File: config.mk
export PLATFORM = sky130hd
export DESIGN_NAME = radar_pulse_sequencer
export DESIGN_NICKNAME = d
export VERILOG_FILES = /design/src/rtl/radar_pulse_sequencer_pkg.sv /design/src/rtl/trigger_edge_detect.sv /design/src/rtl/radar_pulse_sequencer.sv
export SDC_FILE = /design/constraint.sdc
export NUM_CORES = 1
export LEC_CHECK = 0
export ABC_AREA = 0
export CORE_UTILIZATION = 54
export CTS_CLUSTER_SIZE = 20
export DETAILED_ROUTE_END_ITERATION = 12
export HOLD_SLACK_MARGIN = 0.06
export MAX_ROUTING_LAYER = met4
export PLACE_DENSITY = 0.85
export SLEW_MARGIN = 15
export SYNTH_ARGS = -nofsm -noshare
export SYNTH_HDL_FRONTEND = slang
export SYNTH_HIERARCHICAL = 1
export SYNTH_SLANG_ARGS = --single-unit
File: constraint.sdc
create_clock -name clock -period 5.1 [get_ports clock]
set_input_delay 1.275 -clock clock [delete_from_list [all_inputs] [get_ports clock]]
set_output_delay 1.275 -clock clock [all_outputs]
set_load 0.05 [all_outputs]
File: src/rtl/radar_pulse_sequencer_pkg.sv
// rtl/radar_pulse_sequencer_pkg.sv - shared widths and state encoding for the pulse sequencer
package radar_pulse_sequencer_pkg;

   localparam int SEQ_CNT_W = 32;
   localparam int SEQ_NS_W  = 16;

   typedef enum logic [1:0] {
      ST_IDLE    = 2'd0,
      ST_INIT    = 2'd1,
      ST_DELAY   = 2'd2,
      ST_CAPTURE = 2'd3
   } seq_state_t;

endpackage

File: src/rtl/trigger_edge_detect.sv
// rtl/trigger_edge_detect.sv - two-flop synchroniser with rising-edge pulse
module trigger_edge_detect (
   input  logic clock,
   input  logic reset,
   input  logic async_in,
   output logic edge_pulse
);

   logic sync_1;
   logic sync_2;
   logic sync_prev;

   always_ff @(posedge clock) begin
      if (reset) begin
         sync_1    <= 1'b0;
         sync_2    <= 1'b0;
         sync_prev <= 1'b0;
      end else begin
         sync_1    <= async_in;
         sync_2    <= sync_1;
         sync_prev <= sync_2;
      end
   end

   assign edge_pulse = sync_2 & ~sync_prev;

endmodule

File: src/rtl/radar_pulse_sequencer.sv
// rtl/radar_pulse_sequencer.sv - per-pulse header latch, delay skip and sample gating
module radar_pulse_sequencer
   import radar_pulse_sequencer_pkg::*;
#(
   parameter int CNT_W  = SEQ_CNT_W,
   parameter int NS_W   = SEQ_NS_W,
   parameter int META_W = 3 * CNT_W + 2 * NS_W
) (
   input  logic              clock,
   input  logic              reset,
   input  logic              enable,
   input  logic              trigger,
   input  logic              strobe_in,
   input  logic [CNT_W-1:0]  azimuth,
   input  logic [NS_W-1:0]   n_samples,
   input  logic [NS_W-1:0]   delay,
   output logic [META_W-1:0] meta_data,
   output logic              hdr_init,
   output logic              gate_strobe,
   output logic              busy,
   output logic              done
);

   localparam logic [NS_W-1:0] MISSED_MAX = '1;

   seq_state_t       state;
   logic             trig_edge;
   logic [CNT_W-1:0] clk_cnt;
   logic [CNT_W-1:0] trig_cnt;
   logic [NS_W-1:0]  missed_cnt;
   logic [NS_W-1:0]  ns_lat;
   logic [NS_W-1:0]  step_cnt;

   trigger_edge_detect u_trigger_edge (
      .clock      (clock),
      .reset      (reset),
      .async_in   (trigger),
      .edge_pulse (trig_edge)
   );

   always_ff @(posedge clock) begin
      if (reset) clk_cnt <= '0;
      else       clk_cnt <= clk_cnt + 1'b1;
   end

   always_ff @(posedge clock) begin
      if (reset) begin
         state      <= ST_IDLE;
         meta_data  <= '0;
         trig_cnt   <= '0;
         missed_cnt <= '0;
         ns_lat     <= '0;
         step_cnt   <= '0;
         hdr_init   <= 1'b0;
         done       <= 1'b0;
      end else begin
         hdr_init <= 1'b0;
         done     <= 1'b0;
         if (trig_edge && (!enable || state != ST_IDLE))
            missed_cnt <= (missed_cnt == MISSED_MAX) ? missed_cnt : missed_cnt + 1'b1;
         if (!enable) begin
            state <= ST_IDLE;
         end else begin
            unique case (state)
               ST_IDLE: begin
                  if (trig_edge) begin
                     trig_cnt   <= trig_cnt + 1'b1;
                     meta_data  <= {missed_cnt, n_samples, azimuth, clk_cnt, trig_cnt + 1'b1};
                     missed_cnt <= '0;
                     ns_lat     <= n_samples;
                     step_cnt   <= delay;
                     hdr_init   <= 1'b1;
                     state      <= ST_INIT;
                  end
               end
               ST_INIT: begin
                  if (step_cnt != '0) begin
                     state <= ST_DELAY;
                  end else if (ns_lat != '0) begin
                     step_cnt <= ns_lat;
                     state    <= ST_CAPTURE;
                  end else begin
                     done  <= 1'b1;
                     state <= ST_IDLE;
                  end
               end
               ST_DELAY: begin
                  if (strobe_in) begin
                     if (step_cnt != NS_W'(1)) begin
                        step_cnt <= step_cnt - 1'b1;
                     end else if (ns_lat != '0) begin
                        step_cnt <= ns_lat;
                        state    <= ST_CAPTURE;
                     end else begin
                        done  <= 1'b1;
                        state <= ST_IDLE;
                     end
                  end
               end
               ST_CAPTURE: begin
                  // The strobe that empties the count is itself gated through.
                  if (strobe_in) begin
                     if (step_cnt != NS_W'(1)) begin
                        step_cnt <= step_cnt - 1'b1;
                     end else begin
                        done  <= 1'b1;
                        state <= ST_IDLE;
                     end
                  end
               end
               default: state <= ST_IDLE;
            endcase
         end
      end
   end

   assign gate_strobe = enable && (state == ST_CAPTURE) && strobe_in;
   assign busy        = enable && (state != ST_IDLE);

endmodule
==> results.sh, run 1 <==
export IMPL_status="finished clean"
export IMPL_wl_met2_mm=10.8
export IMPL_die_area_um2=16500
export IMPL_final_seq_area_um2=3980
export IMPL_ant_nets=0
export IMPL_syn_to_final_growth_pct=30.6
export IMPL_rsz0062_at_grt="no"
export IMPL_cts_root_buf="clkbuf_16"
export IMPL_grt_max_degree=106
export IMPL_wl_met1_mm=9.70
export IMPL_drive_gt1_share_pct=3.80
export IMPL_synth_warnings=6
export IMPL_htreeDepth=4
export IMPL_post_cts_buffers=0
export IMPL_num_antenna_cells=0
export IMPL_drt_first_pass_iters=5
export IMPL_maxCapViolations=0
export IMPL_first_iter_violations=579
export IMPL_clk_pin_slew_ns=0.07
export IMPL_synth_edff_count=0
export IMPL_fillCellCount=1260
export IMPL_leakagePower_nw=3.77
export IMPL_skew_ns=0.0129
export IMPL_synthCells=1094
export IMPL_finalHoldViolCount=0
export IMPL_path_max_fanout=7
export IMPL_port_buffers=200
export IMPL_crit_chain="clkdlybuf4s50_1 -> and3_1 -> clkdlybuf4s50_1"
export IMPL_power_density_nw_per_um2=287
export IMPL_multi_input_area_um2=4340
export IMPL_initial_utilization_pct=56.0
export IMPL_core_area_um2=15400
export IMPL_final_area_um2=11300
export IMPL_post_dp_hpwl_mm=15.2
export IMPL_final_util_pct=73.2
export IMPL_core_rowCount=45
export IMPL_cts_resized=0
export IMPL_grt_pass1_vias=7460
export IMPL_mappedNetlistNets=1168
export IMPL_slew_headroom_pct=26.7
export IMPL_start_kind="input pin"
export IMPL_crit_required_ns=3.83
export IMPL_hold_buffers=0
export IMPL_avgSynthCellArea_um2=7.90
export IMPL_synth_common_cells="240 x nand2_1, 199 x dfxtp_1, 139 x a21oi_1"
export IMPL_fmax_mhz=240
export IMPL_clock_path_buffers=2
export IMPL_synth_most_common_cell="nand2_1"
export IMPL_wl_met3_mm=1.52
export IMPL_period_needed_ns=4.17
export IMPL_holdWs_ns=0.435
export IMPL_die_w_um=128
export IMPL_avgRoutedWirePerCell_um=15.2
export IMPL_drc=0
export IMPL_path_class="in2out"
export IMPL_yosys_cell_types_count=60
export IMPL_hold_depth=1
export IMPL_drv_slew=0
export IMPL_synth_seq_cells=199
export IMPL_synth_area_leaders="dfxtp_1 46%, nand2_1 10%, a21oi_1 8.1%, xor2_1 4.7%, nor2_1 4.0%"
export IMPL_die_y_um=128
export IMPL_cp_arrival_ns=2.90
export IMPL_crit_path_frequent_cell="clkdlybuf4s50_1"
export IMPL_dr_max_layer_used="met4"
export IMPL_placed_area_um2=10700
export IMPL_worst_pin_slew_ns=1.10
export IMPL_async_reset_ff_share_pct=0
export IMPL_io_pins=201
export IMPL_worstSetupEndpointType="output pin"
export IMPL_slowest_delay_ns=0.79
export IMPL_clock_sinks=199
export IMPL_track_usage_pct=27.9
export IMPL_grt_pass1_wl_mm=35.8
export IMPL_fin_nets=1324
export IMPL_cts_buffers_inserted=17
export IMPL_worstRegToRegCells=6
export IMPL_period_share_pct=81.8
export IMPL_synth_top_cell_area_share_pct=46.1
export IMPL_synth_seq_area_share_pct=46.1
export IMPL_antenna_found_initial=0
export IMPL_netlist_area_um2=8640
export IMPL_slowest_stage="clkdlybuf4s50_1"
export IMPL_hp_class="reg2reg"
export IMPL_via_per_inst=5.67
export IMPL_synth_largest_area_cell="dfxtp_1"
export IMPL_num_vias=8358
export IMPL_grt_ovfl_total=0
export IMPL_clk_latency_ns=0.42
export IMPL_place_congestion=0.987
export IMPL_wl_mm=22.4
export IMPL_ys_flop_type="dfxtp_1"
export IMPL_cts_tree="done"
export IMPL_setup_tns_final_ns=0
export IMPL_vdd_drop_max_uv=298
export IMPL_setup_viol=0
## power by group
part | switching (W) | internal (W)
Clock | 0.000590 | 0.000708
Combinational | 0.000204 | 0.000139
Sequential | 0.0000279 | 0.00157
## routing by layer
| metal | global-route usage, % | up-vias |
|---|---|---|
| li1 | - | 4116 |
| met1 | 34.4 | 3915 |
| met2 | 44.9 | 292 |
| met3 | 6.74 | 35 |
| met4 | 8.65 | 0 |
| met5 | - | - |
## final cells by class
type	count	area share [%]
Timing Repair Buffer	207	18.3
Clock inverter	11	1.02
Sequential cell	199	35.3
Clock buffer	20	4.05
Inverter	15	0.499
Multi-Input combinational cell	810	38.5
Tap cell	211	2.34
## flip-flops by register name, indices dropped and copies added (netlist names)
register,flops
clk_cnt,32
done,1
hdr_init,1
meta_data,128
missed_cnt,16
state,2
step_cnt,16
u_trigger_edge/sync_1,1
u_trigger_edge/sync_2,1
u_trigger_edge/sync_prev,1
## cell families after synthesis
| family | synth area share [%] |
|---|---|
| xor gates and xnor gates | 5.68 |
| adders and majority gates | 0.724 |
| muxes | 0.463 |
| buffers and inverters | 3.82 |
| and+or+nand+nor | 27.1 |
| AOI/OAI and AO/OA | 16.1 |
| DFF | 46.1 |
## stage by stage
| stage | std cells | total power [W] | setup WS [ns] |
|---|---|---|---|
| floorplan | 1094 | 0.00185 | 2.09 |
| global placement | 1442 | 0.00197 | 0.955 |
| detailed placement | 1442 | 0.00197 | 0.931 |
| CTS | 1473 | 0.00326 | 0.923 |
| global route | 1473 | 0.00336 | 0.882 |
| finish | 1473 | 0.00324 | 0.928 |
## worst max-delay path, delay by kind of cell
| kind | cells | cell delay [ns] |
|---|---|---|
| buffers and inverters | 2 | 1.42 |
| AND/OR/NAND/NOR | 1 | 0.20 |
## cells in the final DEF (no fill, tap or decap), types with 3 or more instances in the layout
cell,n
or4_1,3
buf_4,6
ha_1,5
nand3_1,35
a31oi_1,6
a211oi_1,10
xnor2_1,10
nor2b_1,6
o2bb2ai_1,3
nand2b_1,7
clkdlybuf4s50_1,199
inv_6,3
nand2_1,240
nor3b_1,3
and4_1,14
a32oi_1,5
o21ai_0,30
clkinv_2,3
and2_1,5
dfxtp_1,199
and3_1,9
nor2_1,93
inv_1,14
o32ai_1,5
o211ai_1,6
o31ai_1,6
or3_1,19
nand4_1,26
o221ai_1,3
xor2_1,46
mux2i_1,4
a21oi_1,139
nor4_1,14
o22ai_1,3
clkbuf_16,17
nor3_1,21
## path summary, 6_finish.rpt
check	from	endpoint	slack, ns
worst max-delay path	enable	gate_strobe	0.93
worst min-delay path	u_trigger_edge/sync_1	u_trigger_edge/sync_2	0.43
worst max register to register	step_cnt[5]	step_cnt[15]	1.87
worst min register to register	u_trigger_edge/sync_1	u_trigger_edge/sync_2	0.43
No activity file was read; power rests on OpenSTA's default activity.
==> run 2, diff against run 1 <==
--- a/config.mk
+++ b/config.mk
@@ -6,12 +6,12 @@
 export NUM_CORES = 1
 export LEC_CHECK = 0
 export ABC_AREA = 0
-export CORE_UTILIZATION = 54
+export CORE_UTILIZATION = 45
 export CTS_CLUSTER_SIZE = 20
 export DETAILED_ROUTE_END_ITERATION = 12
 export HOLD_SLACK_MARGIN = 0.06
 export MAX_ROUTING_LAYER = met4
-export PLACE_DENSITY = 0.85
+export PLACE_DENSITY = 0.76
 export SLEW_MARGIN = 15
 export SYNTH_ARGS = -nofsm -noshare
 export SYNTH_HDL_FRONTEND = slang
==> constraint.sdc (replaced) <==
create_clock -name clock -period 3.4 [get_ports clock]
set_input_delay 0.85 -clock clock [delete_from_list [all_inputs] [get_ports clock]]
set_output_delay 0.85 -clock clock [all_outputs]
set_load 0.05 [all_outputs]
==> run 2 against run 1 <==
Against the previous run: clock skew rose by 0.0074 ns; count of clock-buffer cells in the layout fell by 2; worst setup slack got worse by 0.22 ns; sequential cell count did not move; register-to-register slack got worse by 1.2 ns.
==> results.sh, run 2 (synthesized netlist as in run 1, its figures left out) <==
export IMPL_status="finished clean"
export IMPL_port_buffers=200
export IMPL_power_density_nw_per_um2=432
export IMPL_final_area_um2=11500
export IMPL_cts_resized=0
export IMPL_top_register="meta_data"
export IMPL_setup_viol=0
export IMPL_path_max_fanout=6
export IMPL_fillCellCount=1658
export IMPL_wl_mm=23.5
export IMPL_clock_path_buffers=2
export IMPL_slowest_delay_ns=0.49
export IMPL_finalHoldViolCount=0
export IMPL_clk_pin_slew_ns=0.07
export IMPL_cts_tree="done"
export IMPL_cp_arrival_ns=1.85
export IMPL_cts_root_buf="clkbuf_16"
export IMPL_crit_required_ns=2.55
export IMPL_hp_class="reg2reg"
export IMPL_core_area_um2=18800
export IMPL_num_antenna_cells=0
export IMPL_fmax_mhz=371
export IMPL_slew_headroom_pct=42.4
export IMPL_period_share_pct=79.3
export IMPL_rrSetupSlack_ns=0.71
export IMPL_setup_tns_final_ns=0
export IMPL_clk_latency_ns=0.43
export IMPL_drive_gt1_share_pct=4.79
export IMPL_path_class="in2out"
export IMPL_ant_nets=0
export IMPL_track_usage_pct=24.8
export IMPL_drc=0
export IMPL_vdd_drop_max_uv=325
export IMPL_grt_max_degree=102
export IMPL_mostFrequentLayoutCells="240 x nand2_1, 199 x dfxtp_1, 197 x clkdlybuf4s50_1, 139 x a21oi_1, 93 x nor2_1"
export IMPL_holdWs_ns=0.454
export IMPL_die_area_um2=19800
export IMPL_post_cts_buffers=0
export IMPL_syn_to_final_growth_pct=32.7
export IMPL_fin_nets=1334
export IMPL_multi_input_area_um2=4340
export IMPL_largest_reg_flops=128
export IMPL_num_vias=8351
export IMPL_clock_sinks=199
export IMPL_worst_slack_ns=0.704
export IMPL_period_needed_ns=2.70
export IMPL_drv_slew=0
export IMPL_antenna_found_initial=0
export IMPL_place_congestion=0.950
export IMPL_via_per_inst=5.54
export IMPL_avgRoutedWirePerCell_um=15.6
export IMPL_rsz0062_at_grt="no"
export IMPL_worstReg2RegEnd="step_cnt[5]"
export IMPL_start_kind="input pin"
export IMPL_dp_slack_ns=0.433
export IMPL_core_rowCount=50
export IMPL_placed_area_um2=10900
export IMPL_die_y_um=141
export IMPL_leakagePower_nw=3.85
export IMPL_slowest_stage="clkdlybuf4s50_1"
export IMPL_final_seq_area_um2=3980
export IMPL_worst_pin_slew_ns=0.856
export IMPL_worstSetupEndpointType="output pin"
export IMPL_skew_ns=0.0202
export IMPL_first_iter_violations=641
export IMPL_initial_utilization_pct=46.0
export IMPL_critPathLaunch="enable"
export IMPL_post_dp_hpwl_mm=15.9
export IMPL_crit_chain="clkdlybuf4s50_1 -> buf_4 -> and3_1 -> buf_12"
export IMPL_layout_commonest_cell="nand2_1"
export IMPL_worstRegToRegCells=6
export IMPL_drt_first_pass_iters=6
export IMPL_die_w_um=141
export IMPL_reg_top3="meta_data x128, clk_cnt x32"
export IMPL_grt_ovfl_total=0
export IMPL_rr_startpoint="step_cnt[5]"
export IMPL_cts_buffers_inserted=17
export IMPL_io_pins=201
export IMPL_htreeDepth=4
export IMPL_crit_end="gate_strobe"
export IMPL_hold_buffers=0
export IMPL_maxCapViolations=0
export IMPL_grt_pass1_vias=7688
export IMPL_grt_pass1_wl_mm=38.7
==> run 2: cell count changes in the layout (fill, tap and decap cells not counted) <==
| cell | change |
|---|---|
| buf_4 | +7 |
| buf_12 | +5 |
| clkbuf_8 | -2 |
| clkdlybuf4s50_1 | -2 |
| clkinv_8 | +2 |
| clkinv_2 | -1 |
| clkinv_4 | +1 |
| inv_8 | +1 |
==> run 2: final cells by class <==
type	count	area share, %
sequential	199	34.7
timing repair buffer	217	19.2
clock buffer	18	3.74
inverter	15	0.491
clock inverter	14	1.42
multi-input combinational	810	37.9
tap	234	2.55
==> run 2: worst min path at each step <==
stage | start | end | slack (ns) | cells after the start
2_1_floorplan | u_trigger_edge/sync_1 | u_trigger_edge/sync_2 | 0.41 | 1
3_3_place_gp | meta_data[84] | meta_data[84] | 0.44 | 2
3_5_place_dp | u_trigger_edge/sync_1 | u_trigger_edge/sync_2 | 0.44 | 1
4_1_cts | meta_data[115] | meta_data[115] | 0.46 | 2
5_1_grt | meta_data[44] | meta_data[44] | 0.48 | 2
6_report | meta_data[71] | meta_data[71] | 0.45 | 2
==> run 2: through the flow <==
stage	util [%]	power, W	cells
2_1_floorplan	-	0.00278	1094
3_3_place_gp	57.9	0.00298	1475
3_5_place_dp	57.9	0.00298	1475
4_1_cts	61.1	0.00499	1507
5_1_grt	61.1	0.00515	1507
6_report	61.1	0.00495	1507
==> run 2: critical path: cells and delay by family <==
kind                   cells  cell delay (ns)
buffers and inverters      3             0.79
AND/OR/NAND/NOR            1             0.20
==> run 2: report_power, final <==
part / leakage [nW] / internal, W / switching, W / total, W
combinational: 1.95 / 0.000223 / 0.000316 / 0.000539
clock: 0.287 / 0.00105 / 0.000969 / 0.00202
sequential: 1.61 / 0.00236 / 0.0000421 / 0.00240
==> run 2: layer usage <==
metal	GRT usage, %	part of all wire, %	vias to the layer above
met5	-	0	-
met4	9.50	2.6	0
met3	4.92	6.0	47
met2	38.7	47	281
met1	31.8	45	3902
li1	-	-	4121
